File: config.mk
export PLATFORM = sky130hd
export DESIGN_NAME = checker_auto
export DESIGN_NICKNAME = d
export VERILOG_FILES = /design/src/rtl/checker_auto.sv
export SDC_FILE = /design/constraint.sdc
export NUM_CORES = 1
export LEC_CHECK = 0
export ABC_AREA = 1
export CORE_ASPECT_RATIO = 1.5
export CORE_MARGIN = 5
export CORE_UTILIZATION = 40
export CTS_CLUSTER_DIAMETER = 40
export DETAILED_ROUTE_END_ITERATION = 8
export HOLD_SLACK_MARGIN = 0.02
export PLACE_DENSITY_LB_ADDON = 0.2
export REMOVE_ABC_BUFFERS = 1
export SETUP_SLACK_MARGIN = 0.05
export SLEW_MARGIN = 20
export SYNTH_ARGS = -nofsm -noshare
export SYNTH_HDL_FRONTEND = slang
export SYNTH_SLANG_ARGS = --single-unit
File: constraint.sdc
create_clock -name sys_clk -period 4.01 [get_ports sys_clk]
set_input_delay 1.0025 -clock sys_clk [delete_from_list [all_inputs] [get_ports sys_clk]]
set_output_delay 1.0025 -clock sys_clk [all_outputs]
set_load 0.01 [all_outputs]
File: src/rtl/checker_auto.sv
// checker_auto: CHECKER_MODE_AUTO unit. Runs the MPU once per enabled program
// slot (a sweep), waits a programmable period between sweeps, repeats for a
// given sweep count or until stopped, then reports a status word with an IRQ.
// Optional per-slot watchdog: define CHECKER_AUTO_TIMEOUT_EN.
module checker_auto #(
  parameter logic [1:0] mode    = 2'd2,
  parameter int         NSLOT   = 4,
  parameter int         SLOT_W  = 2,
  parameter int         TIMEOUT = 65535
) (
  input  logic              sys_clk,
  input  logic              sys_rst,
  input  logic [1:0]        mode_mode,
  input  logic              mode_start,
  input  logic              mode_stop,
  input  logic [63:0]       mode_addr,
  output logic              mode_end,
  output logic [63:0]       mode_data,
  output logic              mode_irq,
  input  logic              mode_ack,
  output logic              mpu_en,
  output logic              mpu_rst,
  output logic [SLOT_W-1:0] mpu_slot,
  input  logic              mpu_error,
  input  logic [63:0]       mpu_user_data,
  input  logic              mpu_user_irq
);

  typedef enum logic [2:0] {IDLE, RST, RUN, WAIT, REPORT} state_t;

  state_t            state;
  logic [31:0]       period;
  logic [23:0]       count;
  logic [23:0]       sweeps;
  logic [NSLOT-1:0]  mask;
  logic [31:0]       wait_cnt;
  logic [31:0]       user_data;
  logic              err;
  logic              tmo;
  logic              stopped;

  // Lowest set bit of m at or above index 'from'; returns {found, index}.
  function automatic logic [SLOT_W:0] find_slot(input logic [NSLOT-1:0] m, input int from);
    logic              found;
    logic [SLOT_W-1:0] idx;
    found = 1'b0;
    idx   = '0;
    for (int i = NSLOT - 1; i >= 0; i--) begin
      if (m[i] && (i >= from)) begin
        found = 1'b1;
        idx   = SLOT_W'(i);
      end
    end
    return {found, idx};
  endfunction

  // Host-visible status layout.
  function automatic logic [63:0] status_word(input logic e, input logic t, input logic s,
                                              input logic [SLOT_W-1:0] slot,
                                              input logic [23:0] sw, input logic [31:0] ud);
    logic [2:0] slot3;
    slot3 = 3'(slot);
    return {e, t, s, 2'b00, slot3, sw, ud};
  endfunction

  logic [NSLOT-1:0]  start_mask;
  logic              start_found, first_found, next_found;
  logic [SLOT_W-1:0] start_idx, first_idx, next_idx;
  logic [23:0]       sweeps_inc, sweeps_nxt;
  logic [31:0]       ud_nxt;
  logic              run_done, sweep_end, count_hit, timeout_hit;
  logic              rpt_err, rpt_tmo, rpt_stop, rpt_go;
  logic              unused_bits;

  // Slot bits at or above NSLOT are ignored.
  assign start_mask = mode_addr[56 +: NSLOT];

  // Upper halves not carried into the status word.
  assign unused_bits = ^{mode_addr[63:56], mpu_user_data[63:32], first_found};

`ifdef CHECKER_AUTO_TIMEOUT_EN
  logic [31:0] wdog;

  // Per-slot watchdog: held at zero outside RUN, so it restarts on every RUN entry.
  always_ff @(posedge sys_clk) begin
    if (sys_rst || (state != RUN)) wdog <= '0;
    else                           wdog <= wdog + 32'd1;
  end

  assign timeout_hit = (state == RUN) && !mpu_error && !mpu_user_irq &&
                       (wdog >= 32'(TIMEOUT - 1));
`else
  assign timeout_hit = 1'b0;
`endif

  // Slot selection, sweep accounting and report decisions for the current cycle.
  always_comb begin
    {start_found, start_idx} = find_slot(start_mask, 0);
    {first_found, first_idx} = find_slot(mask, 0);
    {next_found, next_idx}   = find_slot(mask, int'(mpu_slot) + 1);
    sweeps_inc = (&sweeps) ? sweeps : sweeps + 24'd1;
    run_done   = (state == RUN) && mpu_user_irq && !mpu_error;
    sweep_end  = run_done && !next_found;
    sweeps_nxt = sweep_end ? sweeps_inc : sweeps;
    ud_nxt     = run_done ? mpu_user_data[31:0] : user_data;
    count_hit  = sweep_end && (count != '0) && (sweeps_inc == count);
    rpt_err    = (state == RUN) && mpu_error;
    rpt_stop   = mode_stop && (((state == RUN) && !mpu_error) || (state == WAIT));
    rpt_tmo    = timeout_hit;
    rpt_go     = rpt_err | rpt_stop | rpt_tmo | count_hit;
  end

  // Scheduler state machine with registered outputs.
  always_ff @(posedge sys_clk) begin
    if (sys_rst) begin
      state     <= IDLE;
      period    <= '0;
      count     <= '0;
      sweeps    <= '0;
      mask      <= '0;
      wait_cnt  <= '0;
      user_data <= '0;
      err       <= 1'b0;
      tmo       <= 1'b0;
      stopped   <= 1'b0;
      mode_end  <= 1'b0;
      mode_irq  <= 1'b0;
      mode_data <= '0;
      mpu_en    <= 1'b0;
      mpu_rst   <= 1'b0;
      mpu_slot  <= '0;
    end else begin
      case (state)
        IDLE: begin
          if (mode_start && (mode_mode == mode)) begin
            period    <= mode_addr[31:0];
            count     <= mode_addr[55:32];
            mask      <= start_mask;
            sweeps    <= '0;
            user_data <= '0;
            err       <= 1'b0;
            tmo       <= 1'b0;
            stopped   <= 1'b0;
            if (!start_found) begin
              state    <= REPORT;
              mpu_slot <= '0;
            end else begin
              state    <= RST;
              mpu_slot <= start_idx;
              mpu_rst  <= 1'b1;
            end
          end
        end
        RST: begin
          state   <= RUN;
          mpu_rst <= 1'b0;
          mpu_en  <= 1'b1;
        end
        RUN, WAIT: begin
          sweeps    <= sweeps_nxt;
          user_data <= ud_nxt;
          if (rpt_go) begin
            state     <= REPORT;
            err       <= rpt_err;
            tmo       <= rpt_tmo;
            stopped   <= rpt_stop;
            mpu_en    <= 1'b0;
            mpu_rst   <= 1'b0;
            mode_end  <= 1'b1;
            mode_irq  <= 1'b1;
            mode_data <= status_word(rpt_err, rpt_tmo, rpt_stop, mpu_slot, sweeps_nxt, ud_nxt);
          end else if (state == RUN) begin
            if (run_done && next_found) begin
              state    <= RST;
              mpu_slot <= next_idx;
              mpu_rst  <= 1'b1;
              mpu_en   <= 1'b0;
            end else if (run_done) begin
              state    <= WAIT;
              wait_cnt <= period;
              mpu_en   <= 1'b0;
            end
          end else begin
            // Period P gives P idle cycles; a zero period still idles one cycle.
            if (wait_cnt <= 32'd1) begin
              state    <= RST;
              mpu_slot <= first_idx;
              mpu_rst  <= 1'b1;
            end else begin
              wait_cnt <= wait_cnt - 32'd1;
            end
          end
        end
        REPORT: begin
          if (mode_ack) begin
            state     <= IDLE;
            mode_end  <= 1'b0;
            mode_irq  <= 1'b0;
            mode_data <= '0;
            mpu_en    <= 1'b0;
            mpu_rst   <= 1'b0;
            mpu_slot  <= '0;
          end else begin
            mode_end  <= 1'b1;
            mode_irq  <= 1'b1;
            mode_data <= status_word(err, tmo, stopped, mpu_slot, sweeps, user_data);
          end
        end
        default: state <= IDLE;
      endcase
    end
  end

endmodule
==> key figures, run 1 <==
Status
  • Status: finished clean

Logic synthesis
  • Synth area leader: dfxtp_1
  • XOR/XNOR share of the synthesized area: 1.15%
  • Most frequent cell after synthesis: nand2_1
  • Commonest cells in the netlist: nand2_1 (378), nor2_1 (323), dfxtp_1 (218)
  • Synth Instances: 1799
  • Mapped Area: 11400 um^2
  • Largest cells by area after synthesis: dfxtp_1 (38%), nand2_1 (12%), nor2_1 (11%)
  • Synth Flop Type: dfxtp_1
  • Yosys Warn Count: 0
  • Avg Cell Area, Syn: 6.36 um^2
  • Largest family of logic cells by synthesized area: simple AND/OR/NAND/NOR gates
  • Adder-Cell Fraction of Synth Area: 0.328%
  • Post-synth EDFFs: 0
  • Yosys cell types: 37
  • Yosys reg bits: 218
  • Multiplexer area fraction after synthesis: 0%
  • Ys async rst share: 0%
  • Simple-gate share of the synthesized area: 28.9%
  • Compound-Gate Fraction of Synth Area: 20.5%
  • Seq/Total Area, Yosys: 38.2%
  • Top cell type's share of synthesized area: 38.2%

Floorplanning
  • Die height: 217 um
  • Die Span X: 148 um
  • IO Count: 207
  • Core area: 28200 um^2
  • Starting Density: 40.6%
  • Row count: 75
  • Die area: 32100 um^2

Cells and area
  • Register area: 4360 um^2
  • Proportion of layout cells with a drive suffix above 1: 5.71%
  • Nets: 2063
  • Fillers: 2845
  • P&R area growth vs syn: 25.4%
  • Area of the multi-input gates: 5860 um^2
  • Fin util: 51.0%

Critical path
  • Crit path kind: reg2reg
  • Startpoint Class: flop
  • Req. time, crit path: 4.50 ns
  • Crit. End Element: flop
  • Worst EP arrival: 4.02 ns
  • CP Max Fanout: 35

GRT
  • Grt ovf: 0
  • Most Crowded Layer GR: met2
  • GR met3 Demand/Resource: 2.64%
  • Met1 Usage GRT: 24.1%
  • Initial antenna violation count: 4
  • Vias in the first global route: 11600
  • Met2 Usage GRT: 40.4%
  • Gr usage total: 21.6%
  • First-pass GRT wire length: 57.7 mm
  • Largest net degree at the start of global routing: 90

STA
  • Slew headroom: 42.1%
  • Minimum clock period: 3.53 ns
  • # setup viols final: 0
  • Slew @ Worst Pin: 0.868 ns
  • Fin Setup TNS: 0 ns
  • Post-route setup slack: 0.478 ns
  • Final critical-path share of the clock period: 88.1%
  • Final Hold Violating Endpoints: 0
  • RSZ-0062 raised after global routing: no
  • Slew Viols, Final: 0
  • Clock Skew: 0.0104 ns
  • Fmax: 283 MHz

CTS
  • Postcts setup bufs: 0
  • Root buf cell: clkbuf_16
  • CTS tree: done
  • CTS Hold Bufs: 0
  • Clk sinks: 218
  • Post-CTS sizing: 0
  • Clock tree buffer depth: 3
  • Clk slew on worst S/H paths: 0.06 ns
  • Worst-skew pair later-pin latency: 0.55 ns
  • # H-tree levels: 1
  • Total CTS buffers: 30

Power and ir drop
  • Static Leak: 5.74 nW
  • Peak VDD IR: 0.000369 V
  • Pwr/cell area: 754 nW/um^2

Placement
  • IO buf count: 166
  • Detailed Place HPWL: 24.4 mm
  • Dpl ws: 0.194 ns
  • GPL Wtd Cong: 0.939

Detailed routing
  • DR WL/cell: 15.6 um
  • Detail Route Antenna Nets: 0
  • Drt via density: 5.18
  • Drt first-iter violations: 769
  • Drt drc: 0
  • Via count: 11900
  • Iteration count of the initial detailed-routing pass: 6
  • Final Routed Wirelength: 35.7 mm

Flow run
  • Max-cap violations: 0

Hold path
  • Min-delay worst type: reg2reg
[power breakdown]
| group | internal (mW) | switching (mW) | total, mW |
|---|---|---|---|
| sequential | 2.63 | 0.322 | 2.95 |
| clock | 1.56 | 1.06 | 2.62 |
| combinational | 1.92 | 3.33 | 5.25 |
| total | 6.11 | 4.71 | 10.8 |
[flip-flops by register name (all words and copies together), names as in the netlist]
signal and cells:
count 24, err 1, stopped 1, mpu_slot 2, wait_cnt 32, mode_data 60, period 32, mpu_en 1
mpu_rst 1, mode_irq 1, mask 4, sweeps 24, state 3, user_data 32
[placed cells by master (no fill, tap or decap), types with 2 or more instances in the layout]
cell type / Yosys / routed
a21oi_1: 109 / 109
a31oi_1: 10 / 10
buf_12: 0 / 5
buf_4: 6 / 25
clkbuf_16: 0 / 31
clkbuf_8: 0 / 4
clkdlybuf4s50_1: 0 / 165
clkinv_1: 3 / 3
clkinv_2: 0 / 5
clkinvlp_4: 0 / 3
conb_1: 1 / 4
dfxtp_1: 218 / 218
diode_2: 0 / 4
ha_1: 3 / 3
inv_1: 189 / 187
inv_2: 5 / 6
inv_6: 0 / 7
nand2_1: 378 / 375
nand2_2: 6 / 9
nand3_1: 72 / 71
nand4_1: 24 / 24
nor2_1: 323 / 321
nor2_2: 1 / 2
nor2_4: 5 / 6
nor3_1: 5 / 5
o21ai_0: 201 / 201
o21ai_1: 20 / 20
o22ai_1: 92 / 92
or2_2: 2 / 2
xnor2_1: 3 / 3
xor2_1: 12 / 12
[logic make-up after synthesis]
kind of cell / after synthesis
adders and majority gates: 3
buffers and inverters: 304
and+or+nand+nor: 819
xor gates and xnor gates: 15
other: 1
AOI/OAI and AO/OA: 439
DFF: 218
[worst paths after layout]
check	from	end	slack [ns]	cells after the start
setup / recovery	sweeps[16]	mode_data[32]	0.48	19
hold / removal	wait_cnt[1]	wait_cnt[1]	0.46	2
setup reg to reg	sweeps[16]	mode_data[32]	0.48	19
hold reg to reg	wait_cnt[1]	wait_cnt[1]	0.46	2
[metal layers]
metal,wire length (um),part of all wire [%],up-vias
li1,-,-,6099
met1,14300,40,5377
met2,18300,51,324
met3,1730,4.8,86
met4,1410,3.9,0
met5,0,0,-
[area by class of cell]
type	count	share of cell area (%)
clock buffers	36	5.82
clock inverters	17	1.07
repair buffers	196	13.6
diodes	4	0.0698
well taps	346	3.02
flip-flops and latches	218	30.4
inverters	197	5.16
multi-input cells	1280	40.9
[worst max-delay path, cell delays in order (launching register included)]
cell and delay [ns]:
dfxtp_1 0.40, nand2_1 0.12, nor2_1 0.25, nand2_1 0.21, nor2_1 0.34, nor2_1 0.12
nand2_1 0.08, nand2_1 0.06, nand2_1 0.08, nand2_1 0.05, nand2_1 0.05, nor2_1 0.04
nand2_1 0.11, nor2_2 0.05, nand2_2 0.09, nand2_2 0.09, nor2_4 0.61, buf_4 0.44
o21ai_0 0.16, nor2_1 0.10
[through the flow]
stage / std cells / power, mW / hold slack, ns / cell area (um^2)
2_1_floorplan: 1695 / 6.36 / 0.427 / 10900
3_3_place_gp: 2237 / 8.14 / 0.452 / 13300
3_5_place_dp: 2237 / 8.23 / 0.458 / 13300
4_1_cts: 2290 / 10.9 / 0.466 / 14300
5_1_grt: 2294 / 11.7 / 0.487 / 14300
6_report: 2294 / 10.8 / 0.465 / 14300
Power figures use the tool's default switching activity.
==> inputs of run 2 (changes only) <==
--- a/config.mk
+++ b/config.mk
@@ -9,6 +9,7 @@
 export CORE_ASPECT_RATIO = 1.5
 export CORE_MARGIN = 5
 export CORE_UTILIZATION = 40
+export CTS_BUF_LIST = sky130_fd_sc_hd__clkbuf_8
 export CTS_CLUSTER_DIAMETER = 40
 export DETAILED_ROUTE_END_ITERATION = 8
 export HOLD_SLACK_MARGIN = 0.02
==> run 2 against run 1 <==
Against the previous run:
- clock power down 19%
- global-route usage up 0.12 points
- power down 4.7%
- first-iteration DRC count up 3.1%
- register-to-register slack worse by 0.02 ns
==> key figures, run 2 (same netlist as run 1, synthesis figures left out) <==
Status
  • Status: finished clean

Critical path
  • Startpoint Class: flop
  • Crit path kind: reg2reg
  • Worst EP arrival: 4.03 ns
  • Crit. End Element: flop
  • CP Max Fanout: 35
  • Req. time, crit path: 4.49 ns

Detailed routing
  • Iteration count of the initial detailed-routing pass: 5
  • Via count: 11900
  • Drt drc: 0
  • Drt via density: 5.17
  • Drt first-iter violations: 793
  • Detail Route Antenna Nets: 0
  • DR WL/cell: 15.6 um
  • Final Routed Wirelength: 35.9 mm

GRT
  • Largest net degree at the start of global routing: 90
  • Grt ovf: 0
  • Vias in the first global route: 11700
  • First-pass GRT wire length: 57.7 mm
  • Initial antenna violation count: 4
  • Gr usage total: 21.7%

STA
  • Clock Skew: 0.0172 ns
  • Minimum clock period: 3.55 ns
  • Fmax: 281 MHz
  • Slew @ Worst Pin: 0.846 ns
  • Final critical-path share of the clock period: 88.6%
  • Final Hold Violating Endpoints: 0
  • # setup viols final: 0
  • RSZ-0062 raised after global routing: no
  • Post-route setup slack: 0.456 ns
  • Slew headroom: 43.6%
  • Slew Viols, Final: 0

Cells and area
  • Nets: 2071
  • Fillers: 2883
  • Fin util: 50.2%
  • Proportion of layout cells with a drive suffix above 1: 5.67%
  • Most frequent cells in the layout: nand2_1 (375), nor2_1 (321), dfxtp_1 (218)
  • P&R area growth vs syn: 23.6%
  • Max reg flops: 60
  • Most flop-heavy register: mode_data
  • Most common cell after layout, fill and taps aside: nand2_1

Floorplanning
  • IO Count: 207
  • Die area: 32100 um^2
  • Core area: 28200 um^2
  • Row count: 75
  • Die Span X: 148 um
  • Die height: 217 um
  • Starting Density: 40.6%

CTS
  • Worst-skew pair later-pin latency: 0.55 ns
  • Clk sinks: 218
  • Clock tree buffer depth: 3
  • Total CTS buffers: 38
  • # H-tree levels: 2
  • CTS tree: done
  • Postcts setup bufs: 0
  • CTS Hold Bufs: 0
  • Root buf cell: clkbuf_8
  • Clk slew on worst S/H paths: 0.06 ns
  • Post-CTS sizing: 0

Placement
  • IO buf count: 166
  • Dpl ws: 0.194 ns
  • Detailed Place HPWL: 24.4 mm
  • GPL Wtd Cong: 0.939

Power and ir drop
  • Psw: 4.58 mW
  • PnR Total Power: 10.3 mW
  • Pwr/cell area: 730 nW/um^2
  • Clk pwr share: 20.4%
  • Peak VDD IR: 0.000357 V
  • Cell-internal power: 5.73 mW
  • Static Leak: 5.71 nW
  • Sw frac: 44.4%
  • Comb pwr share: 50.9%
  • Flop pwr share: 28.6%

Flow run
  • Max-cap violations: 0

Hold path
  • Min-delay worst type: reg2reg
[run 2: path summary, 6_finish.rpt]
path / from / cells after the start / end / slack, ns
max: sweeps[16] / 19 / mode_data[32] / 0.46
min: mode_data[57] / 2 / mode_data[57] / 0.46
max reg2reg: sweeps[16] / 19 / mode_data[32] / 0.46
min reg2reg: mode_data[57] / 2 / mode_data[57] / 0.46
[run 2: critical path, stage by stage, from the launching register on]
cell and delay, ns:
dfxtp_1 0.40, nand2_1 0.12, nor2_1 0.26, nand2_1 0.21
nor2_1 0.33, nor2_1 0.12, nand2_1 0.08, nand2_1 0.06
nand2_1 0.08, nand2_1 0.05, nand2_1 0.05, nor2_1 0.04
nand2_1 0.12, nor2_2 0.05, nand2_2 0.09, nand2_2 0.09
nor2_4 0.62, buf_4 0.44, o21ai_0 0.16, nor2_1 0.10
[run 2: power by group through the flow]
stage	Combinational (mW)	Clock (mW)	Sequential [mW]
global placement	5.16	0	2.98
CTS	5.27	2.18	2.95
detailed placement	5.24	0	2.99
floorplan	3.35	0	3.01
global route	5.94	2.26	3.00
finish	5.25	2.11	2.95
[run 2: metal layers]
metal / up-vias / global-route usage [%] / wire [um]
li1: 6119 / - / -
met1: 5392 / 24.0 / 14400
met2: 334 / 40.2 / 18400
met3: 95 / 3.06 / 1700
met4: 0 / 10.9 / 1490
met5: - / 0 / 0
[run 2: layout make-up]
cell class / instances / area (um^2) / area share (%)
Tap cell: 346 / 433 / 3.06
Inverter: 197 / 741 / 5.24
Sequential cell: 218 / 4360 / 30.9
Antenna cell: 5 / 12.5 / 0.0885
Clock buffer: 47 / 647 / 4.58
Multi-Input combinational cell: 1280 / 5860 / 41.5
Timing Repair Buffer: 196 / 1940 / 13.8
Clock inverter: 20 / 134 / 0.947
[run 2: through the flow]
step | setup TNS [ns] | hold slack, ns | cells | cell area [um^2]
2_1_floorplan | -337.60 | 0.427 | 1695 | 10900
3_3_place_gp | 0 | 0.452 | 2237 | 13300
3_5_place_dp | 0 | 0.458 | 2237 | 13300
4_1_cts | 0 | 0.467 | 2304 | 14100
5_1_grt | 0 | 0.488 | 2308 | 14100
6_report | 0 | 0.464 | 2309 | 14100
